--- src/rtl/fetch_queue.sv ---
// Instruction prefetch queue: issues sequential fetches with at most one request
// in flight and buffers returned instructions with their PCs until IF/ID takes them.
module fetch_queue #(
    parameter int                    DATA_WIDTH = 16,
    parameter int                    ADDR_WIDTH = 16,
    parameter int                    DEPTH      = 4,
    parameter int                    PC_INC     = 2,
    parameter logic [ADDR_WIDTH-1:0] RESET_PC   = '0
) (
    input  logic                     clk,
    input  logic                     rst,
    input  logic                     redirect,
    input  logic [ADDR_WIDTH-1:0]    redirect_pc,
    input  logic                     halt,
    output logic                     imem_req,
    output logic [ADDR_WIDTH-1:0]    imem_addr,
    input  logic                     imem_valid,
    input  logic [DATA_WIDTH-1:0]    imem_rdata,
    output logic                     out_valid,
    output logic [DATA_WIDTH-1:0]    out_instr,
    output logic [ADDR_WIDTH-1:0]    out_pc,
    input  logic                     out_ready,
    output logic [$clog2(DEPTH):0]   count,
    output logic                     err
);

    localparam int                    PTR_W   = $clog2(DEPTH);
    localparam logic [ADDR_WIDTH-1:0] PC_STEP = ADDR_WIDTH'(PC_INC);
    localparam logic [PTR_W+1:0]      DEPTH_W = (PTR_W + 2)'(DEPTH);

    logic [ADDR_WIDTH-1:0] fetchPc;
    logic [ADDR_WIDTH-1:0] outstandingPc;
    logic                  outstanding;
    logic [PTR_W:0]        rdPtr;
    logic [PTR_W:0]        wrPtr;
    logic [PTR_W-1:0]      rdIdx;
    logic [PTR_W-1:0]      wrIdx;
    logic [PTR_W+1:0]      inUse;
    logic                  issue;
    logic                  push;
    logic                  pop;
    logic                  alignErr;

    logic [DATA_WIDTH-1:0] instrMem [DEPTH];
    logic [ADDR_WIDTH-1:0] pcMem    [DEPTH];

    assign rdIdx = rdPtr[PTR_W-1:0];
    assign wrIdx = wrPtr[PTR_W-1:0];

    // The wrap bit makes full and empty distinguishable, so occupancy is a plain difference.
    assign count = wrPtr - rdPtr;
    assign inUse = {1'b0, count} + {{(PTR_W + 1){1'b0}}, outstanding};

    // A slot is reserved for the in-flight response, so a push never lands on a full queue.
    assign issue = !redirect && !halt && !rst && (!outstanding || imem_valid) && (inUse < DEPTH_W);
    assign push  = imem_valid && outstanding && !redirect;
    assign pop   = out_valid && out_ready && !redirect;

    assign alignErr = redirect && ((redirect_pc % PC_STEP) != '0);

    assign imem_req  = issue;
    assign imem_addr = fetchPc;
    assign out_valid = (count != '0);

    // NOTE: storage is not reset; masking the head with out_valid gives the zero reset value instead.
    assign out_instr = out_valid ? instrMem[rdIdx] : '0;
    assign out_pc    = out_valid ? pcMem[rdIdx]    : '0;

    // NOTE: all registered state uses non-blocking assignments so every flop samples pre-edge values.
    always_ff @(posedge clk or posedge rst) begin
        if (rst) begin
            fetchPc       <= RESET_PC;
            outstandingPc <= RESET_PC;
            outstanding   <= 1'b0;
            rdPtr         <= '0;
            wrPtr         <= '0;
            err           <= 1'b0;
        end else begin
            if ((imem_valid && !outstanding) || alignErr) begin
                err <= 1'b1;
            end

            if (redirect) begin
                fetchPc     <= redirect_pc;
                outstanding <= 1'b0;
                rdPtr       <= '0;
                wrPtr       <= '0;
            end else begin
                if (push) begin
                    wrPtr <= wrPtr + 1'b1;
                end
                if (pop) begin
                    rdPtr <= rdPtr + 1'b1;
                end
                if (issue) begin
                    outstandingPc <= fetchPc;
                    fetchPc       <= fetchPc + PC_STEP;
                    outstanding   <= 1'b1;
                end else if (imem_valid) begin
                    outstanding <= 1'b0;
                end
            end
        end
    end

    always_ff @(posedge clk) begin
        if (push) begin
            instrMem[wrIdx] <= imem_rdata;
            pcMem[wrIdx]    <= outstandingPc;
        end
    end

endmodule

--- config.mk ---
export PLATFORM = sky130hd
export DESIGN_NAME = fetch_queue
export DESIGN_NICKNAME = d
export VERILOG_FILES = /design/src/rtl/fetch_queue.sv
export SDC_FILE = /design/constraint.sdc
export NUM_CORES = 1
export LEC_CHECK = 0
export ABC_CLOCK_PERIOD_IN_PS = 3400
export CORE_MARGIN = 5
export CORE_UTILIZATION = 50
export CTS_CLUSTER_SIZE = 8
export DETAILED_ROUTE_END_ITERATION = 8
export DONT_BUFFER_PORTS = 1
export GPL_TIMING_DRIVEN = 0
export PLACE_DENSITY = 0.74
export REMOVE_ABC_BUFFERS = 1
export SETUP_SLACK_MARGIN = 0.4
export SLEW_MARGIN = 20
export SYNTH_ARGS = -nofsm -noshare
export SYNTH_HDL_FRONTEND = slang
export SYNTH_SLANG_ARGS = --single-unit
--- constraint.sdc ---
create_clock -name clk -period 3.4 [get_ports clk]
set_input_delay 0.68 -clock clk [delete_from_list [all_inputs] [get_ports clk]]
set_output_delay 0.68 -clock clk [all_outputs]
set_load 0.005 [all_outputs]
== After elaboration in Yosys (flattened, before gate mapping) ==
Memory sizes are Yosys's and may differ from the RTL's.
Cells that the tools add are included.

* Memories: 2
* Memory bits (writable): 128
* Register bits: 40
* Output and inout bits: 54
* Input bits: 38

{| class="wikitable"
|+ Memory list
! name !! words !! width !! rd ports !! clocked after Yosys merged registers in !! wr ports !! RTL line !! source
|-
| instrMem || 4 || 16 || 1 || 0 || 1 || 44 || <nowiki>logic [DATA_WIDTH-1:0] instrMem [DEPTH];</nowiki>
|-
| pcMem || 4 || 16 || 1 || 0 || 1 || 45 || <nowiki>logic [ADDR_WIDTH-1:0] pcMem [DEPTH];</nowiki>
|}

* Reduce and logical (&&, ||, !) cells: 22
* Add/subtract/negate cells: 5
* Order comparisons: 1
* Bitwise logic cells: 1
* Multiplexer cells: 13

{| class="wikitable"
|+ Operator list
! kind !! count
|-
| 2-to-1 mux 16 bit || 4
|-
| adder 16 x 2 -> 16 bit (second input constant) || 1
|-
| 2-to-1 mux 3 bit || 4
|-
| logical AND 1 bit || 10
|-
| adder 3 x 1 -> 3 bit (second input constant) || 2
|-
| nonzero test 2 bit || 3
|-
| nonzero test 3 bit || 2
|-
| 2-to-1 mux 1 bit || 5
|-
| adder 3 x 1 -> 4 bit || 1
|-
| logical NOT 1 bit || 4
|-
| < comparator 4 x 3 -> 1 bit (second input constant) || 1
|-
| subtractor 3 bit || 1
|-
| logical OR 1 bit || 2
|-
| AND reduction 2 bit || 1
|-
| inverter 1 bit || 1
|}

== Depth between registers and ports, before layout ==
* Depth after elaboration: 7
* Depth in mapped cells: 9
* Depth with buffers taken out: 7

== Worst setup path after synthesis ==
Ideal clock, no wire load.

* Kind: register to output
* Start point: register wrPtr[0]
* End point: output imem_req
* Path slack: 0.472 ns
* Arrival: 2.248 ns
* Stages on the path, launching flop included: 8
* Path buffers: 1
* Path through: dfrtp_1 inv_1 ha_1 fa_1 xor3_2 a211o_1 nor2_2 buf_4

* Longest elaborated chain between the ends: 4

{| class="wikitable"
|+ RTL lines
! item !! RTL line !! source
|-
| start: declaration || 35 || <nowiki>logic [PTR_W:0] wrPtr;</nowiki>
|-
| start signal: assignment || 90 || <nowiki>wrPtr <= wrPtr + 1'b1;</nowiki>
|-
| subtractor 3 bit || 51 || <nowiki>assign count = wrPtr - rdPtr;</nowiki>
|-
| via count[2] || 23 || <nowiki>output logic [$clog2(DEPTH):0] count,</nowiki>
|-
| adder 3 x 1 -> 4 bit || 52 || <nowiki>assign inUse = {1'b0, count} + {{(PTR_W + 1){1'b0}}, outstanding};</nowiki>
|-
| < comparator 4 x 3 -> 1 bit || 55 || <nowiki>assign issue = !redirect && !halt && !rst && (!outstanding || imem_valid) && (inUse < DEPTH_W);</nowiki>
|-
| logical AND 1 bit || 55 ||
|-
| end: declaration || 15 || <nowiki>output logic imem_req,</nowiki>
|}

The timed path passes the listed nets, and every way through them passes these cells.

== Final worst setup path ==
* Start point: register rdPtr[0]
* End point: output imem_req

* Longest elaborated chain between the ends: 4

{| class="wikitable"
|+ RTL lines
! item !! RTL line !! source
|-
| start: declaration || 34 || <nowiki>logic [PTR_W:0] rdPtr;</nowiki>
|-
| start signal: assignment || 93 || <nowiki>rdPtr <= rdPtr + 1'b1;</nowiki>
|-
| subtractor 3 bit || 51 ||
|-
| via count[2] || 23 ||
|-
| adder 3 x 1 -> 4 bit || 52 ||
|-
| < comparator 4 x 3 -> 1 bit || 55 ||
|-
| logical AND 1 bit || 55 ||
|}

The timed path passes the listed nets, and every way through them passes these cells.

==> flow_metrics.env <==
export IMPL_outcome="complete, no violations"
export IMPL_fin_crit_ns=3.021
export IMPL_hpwl_um=8168
export IMPL_worstSetupEndpointType="output pin"
export IMPL_pin_count=92
export IMPL_grt_pass1_vias=3833
export IMPL_synth_avg_cell_area_um2=17.32
export IMPL_rsz0062_at_grt="yes"
export IMPL_fmax_mhz=331.0
export IMPL_wire_per_inst_um=22.33
export IMPL_synth_cell_type_count=40
export IMPL_synth_mux_area_share_pct=13.59
export IMPL_hold_violations=0
export IMPL_nNetsFinal=462
export IMPL_setup_viol=0
export IMPL_r2r_cells=7
export IMPL_tritoncts_num_buffers=17
export IMPL_final_core_util_pct=59.10
export IMPL_ys_flop_type="edfxtp_1"
export IMPL_die_x_um=127.1
export IMPL_portBuffers=0
export IMPL_leakagePower_uw=0.002647
export IMPL_critPathLaunchType="flop"
export IMPL_hold_slack_ns=0.04604
export IMPL_via_count=3623
export IMPL_synth_xor_area_share_pct=1.131
export IMPL_initial_utilization_pct=51.38
export IMPL_die_y_um=127.1
export IMPL_hold_path_class="in -> async"
export IMPL_critPathKind="reg -> out"
export IMPL_diodes=0
export IMPL_rows=42
export IMPL_synth_simple_area_share_pct=7.663
export IMPL_ys_seq_area_share_pct=70.64
export IMPL_gr_total_overflow=0
export IMPL_power_density_nw_per_um2=706.7
export IMPL_root_buffer="clkbuf_16"
export IMPL_cts_hold_buf=0
export IMPL_grt_pass1_wl_um=21160
export IMPL_skew_ns=0.005768
export IMPL_async_flop_share_pct=23.81
export IMPL_synth_edf_count=128
export IMPL_yosysWarnings=0
export IMPL_ctsHtreeMaxLevel=4
export IMPL_dieArea_um2=16160
export IMPL_synth_compound_area_share_pct=3.594
export IMPL_synthAdderAreaFrac_pct=1.569
export IMPL_crit_fanout=5
export IMPL_postRouteAntennaNets=0
export IMPL_syn2layout_area_growth_pct=15.03
export IMPL_tightest_slew_ns=0.7185
export IMPL_drtPass1Iterations=5
export IMPL_maxCapViolCount=0
export IMPL_viasPerCell=5.988
export IMPL_drc_errors=0
export IMPL_clock_path_buffers=2
export IMPL_finalCritPeriodShare_pct=88.87
export IMPL_slew_headroom_pct=50.86
export IMPL_antenna_found_initial=0
export IMPL_layout_drive_gt1_share_pct=26.11
export IMPL_p_total_uw=5575
export IMPL_gp_congestion=0.7649
export IMPL_drt_iter0_drc=344
export IMPL_grt_use_total_pct=17.51
export IMPL_vdd_drop_max_v=0.0003898
export IMPL_required_ns=2.72
export IMPL_cts_tree="done"
export IMPL_netlist_instances=396
export IMPL_clk_pin_slew_ns=0.06
export IMPL_routed_wl_um=13510
export IMPL_synth_top_family_by_area="multiplexers"
export IMPL_cts_sinks=168
export IMPL_finalMaxSlewViolations=0
export IMPL_critPathArrivalTime_ns=2.34
export IMPL_ys_ff_latch=168
export IMPL_core_area_um2=13350
export IMPL_synthesis_area_um2=6858
export IMPL_grt_max_degree=34
export IMPL_insertion_delay_ns=0.41
==> state kept, by name, summed over array words and instances (netlist names) <==
name	flops
imem_addr	16
outstanding	1
pcMem	64
wrPtr	3
rdPtr	3
instrMem	64
outstandingPc	16
err	1
==> per-layer routing <==
layer,global-route usage [%],part of all wire (%),up-vias
met3,6.678,8.5,13
met4,5.047,1.0,0
met2,28.46,49,149
li1,-,-,1597
met1,22.16,41,1864
met5,0,0,-
==> logic make-up (layout without fill, tap and decap cells) <==
| logic type | count (synthesis) | after routing |
|---|---|---|
| and+or+nand+nor | 96 | 98 |
| muxes | 51 | 51 |
| buffers and inverters | 29 | 58 |
| xor gates and xnor gates | 7 | 8 |
| adders and majority gates | 8 | 8 |
| AOI/OAI and AO/OA | 37 | 38 |
| DFF | 168 | 168 |
==> cell type report <==
class	count	area (um2)
fillers	989	5459
flip-flops and latches	168	4852
multi-input cells	203	1988
clock buffers	24	493.0
repair buffers	16	227.7
well taps	176	220.2
clock inverters	8	70.07
inverters	10	37.54
==> path summary, 6_finish.rpt <==
kind | start | endpoint | slack, ns
worst max-delay path | rdPtr[0] | imem_req | 0.38
worst min-delay path | rst | outstanding | 0.05
worst max register to register | rdPtr[0] | outstandingPc[4] | 0.57
worst min register to register | err | err | 0.52
max in group asynchronous | rst | rdPtr[0] | 2.92
min in group clk | redirect | rdPtr[2] | 0.33
==> synth_stat cells (2+ instances only) <==
master	instances	share of area, %
clkbuf_1	13	0.71
and2_1	4	0.36
edfxtp_1	128	56
or3_1	5	0.46
mux2i_1	2	0.29
o31ai_1	5	0.55
o211ai_1	2	0.22
inv_1	10	0.55
nand3_1	11	0.80
xor2_1	4	0.51
mux2_2	17	2.8
nand2_1	10	0.55
buf_2	3	0.22
and3_1	3	0.27
nand4_1	4	0.36
o21ai_0	10	0.73
a31oi_1	10	0.91
nor2_1	17	0.93
nor2b_1	32	2.9
dfrtp_1	40	15
a21oi_1	3	0.22
ha_1	7	1.3
a2111oi_0	2	0.26
or4_1	6	0.66
xnor2_1	2	0.26
mux4_2	32	11
==> report_power, final <==
part / switching, uW / total, uW / internal [uW]
Combinational: 590 / 1100 / 513
Clock: 728 / 1810 / 1090
Sequential: 187 / 2660 / 2470
Total: 1500 / 5580 / 4070
==> worst max-delay path, stage by stage, from the launching register on <==
cell and delay, ns:
dfrtp_4 0.50, ha_4 0.17, fa_2 0.35, xor3_2 0.34
a211o_4 0.32, nor2_4 0.25
==> per-stage QoR <==
step / instances / setup TNS, ns / setup slack [ns] / cell area, um2
4_1_cts: 601 / 0 / 0.2826 / 7849
3_5_place_dp: 560 / -10.39 / -0.7346 / 7157
2_1_floorplan: 377 / -42.76 / -0.9335 / 6771
5_1_grt: 605 / 0 / 0.3199 / 7889
6_report: 605 / 0 / 0.3785 / 7889
3_3_place_gp: 553 / -132.46 / -2.819 / 6992
==> repair_timing <==
action                     in CTS  in global routing
cloned                          4                  0
resized for setup               9                  2
setup endpoints to repair      66                 27
setup buffers                   5                  4
pin swaps                       6                  3
==> placed cells by master (no fill, tap or decap), drive strengths merged, types with 5 or more instances in the layout <==
master,n
edfxtp,128
dfrtp,40
mux4,32
nor2b,32
clkbuf,24
nor2,20
mux2,17
buf,16
nand3,11
inv,11
nand2,10
a31oi,10
o21ai,10
ha,7
or4,6
clkinv,6
o31ai,5
or3,5
Power figures use the tool's default switching activity.
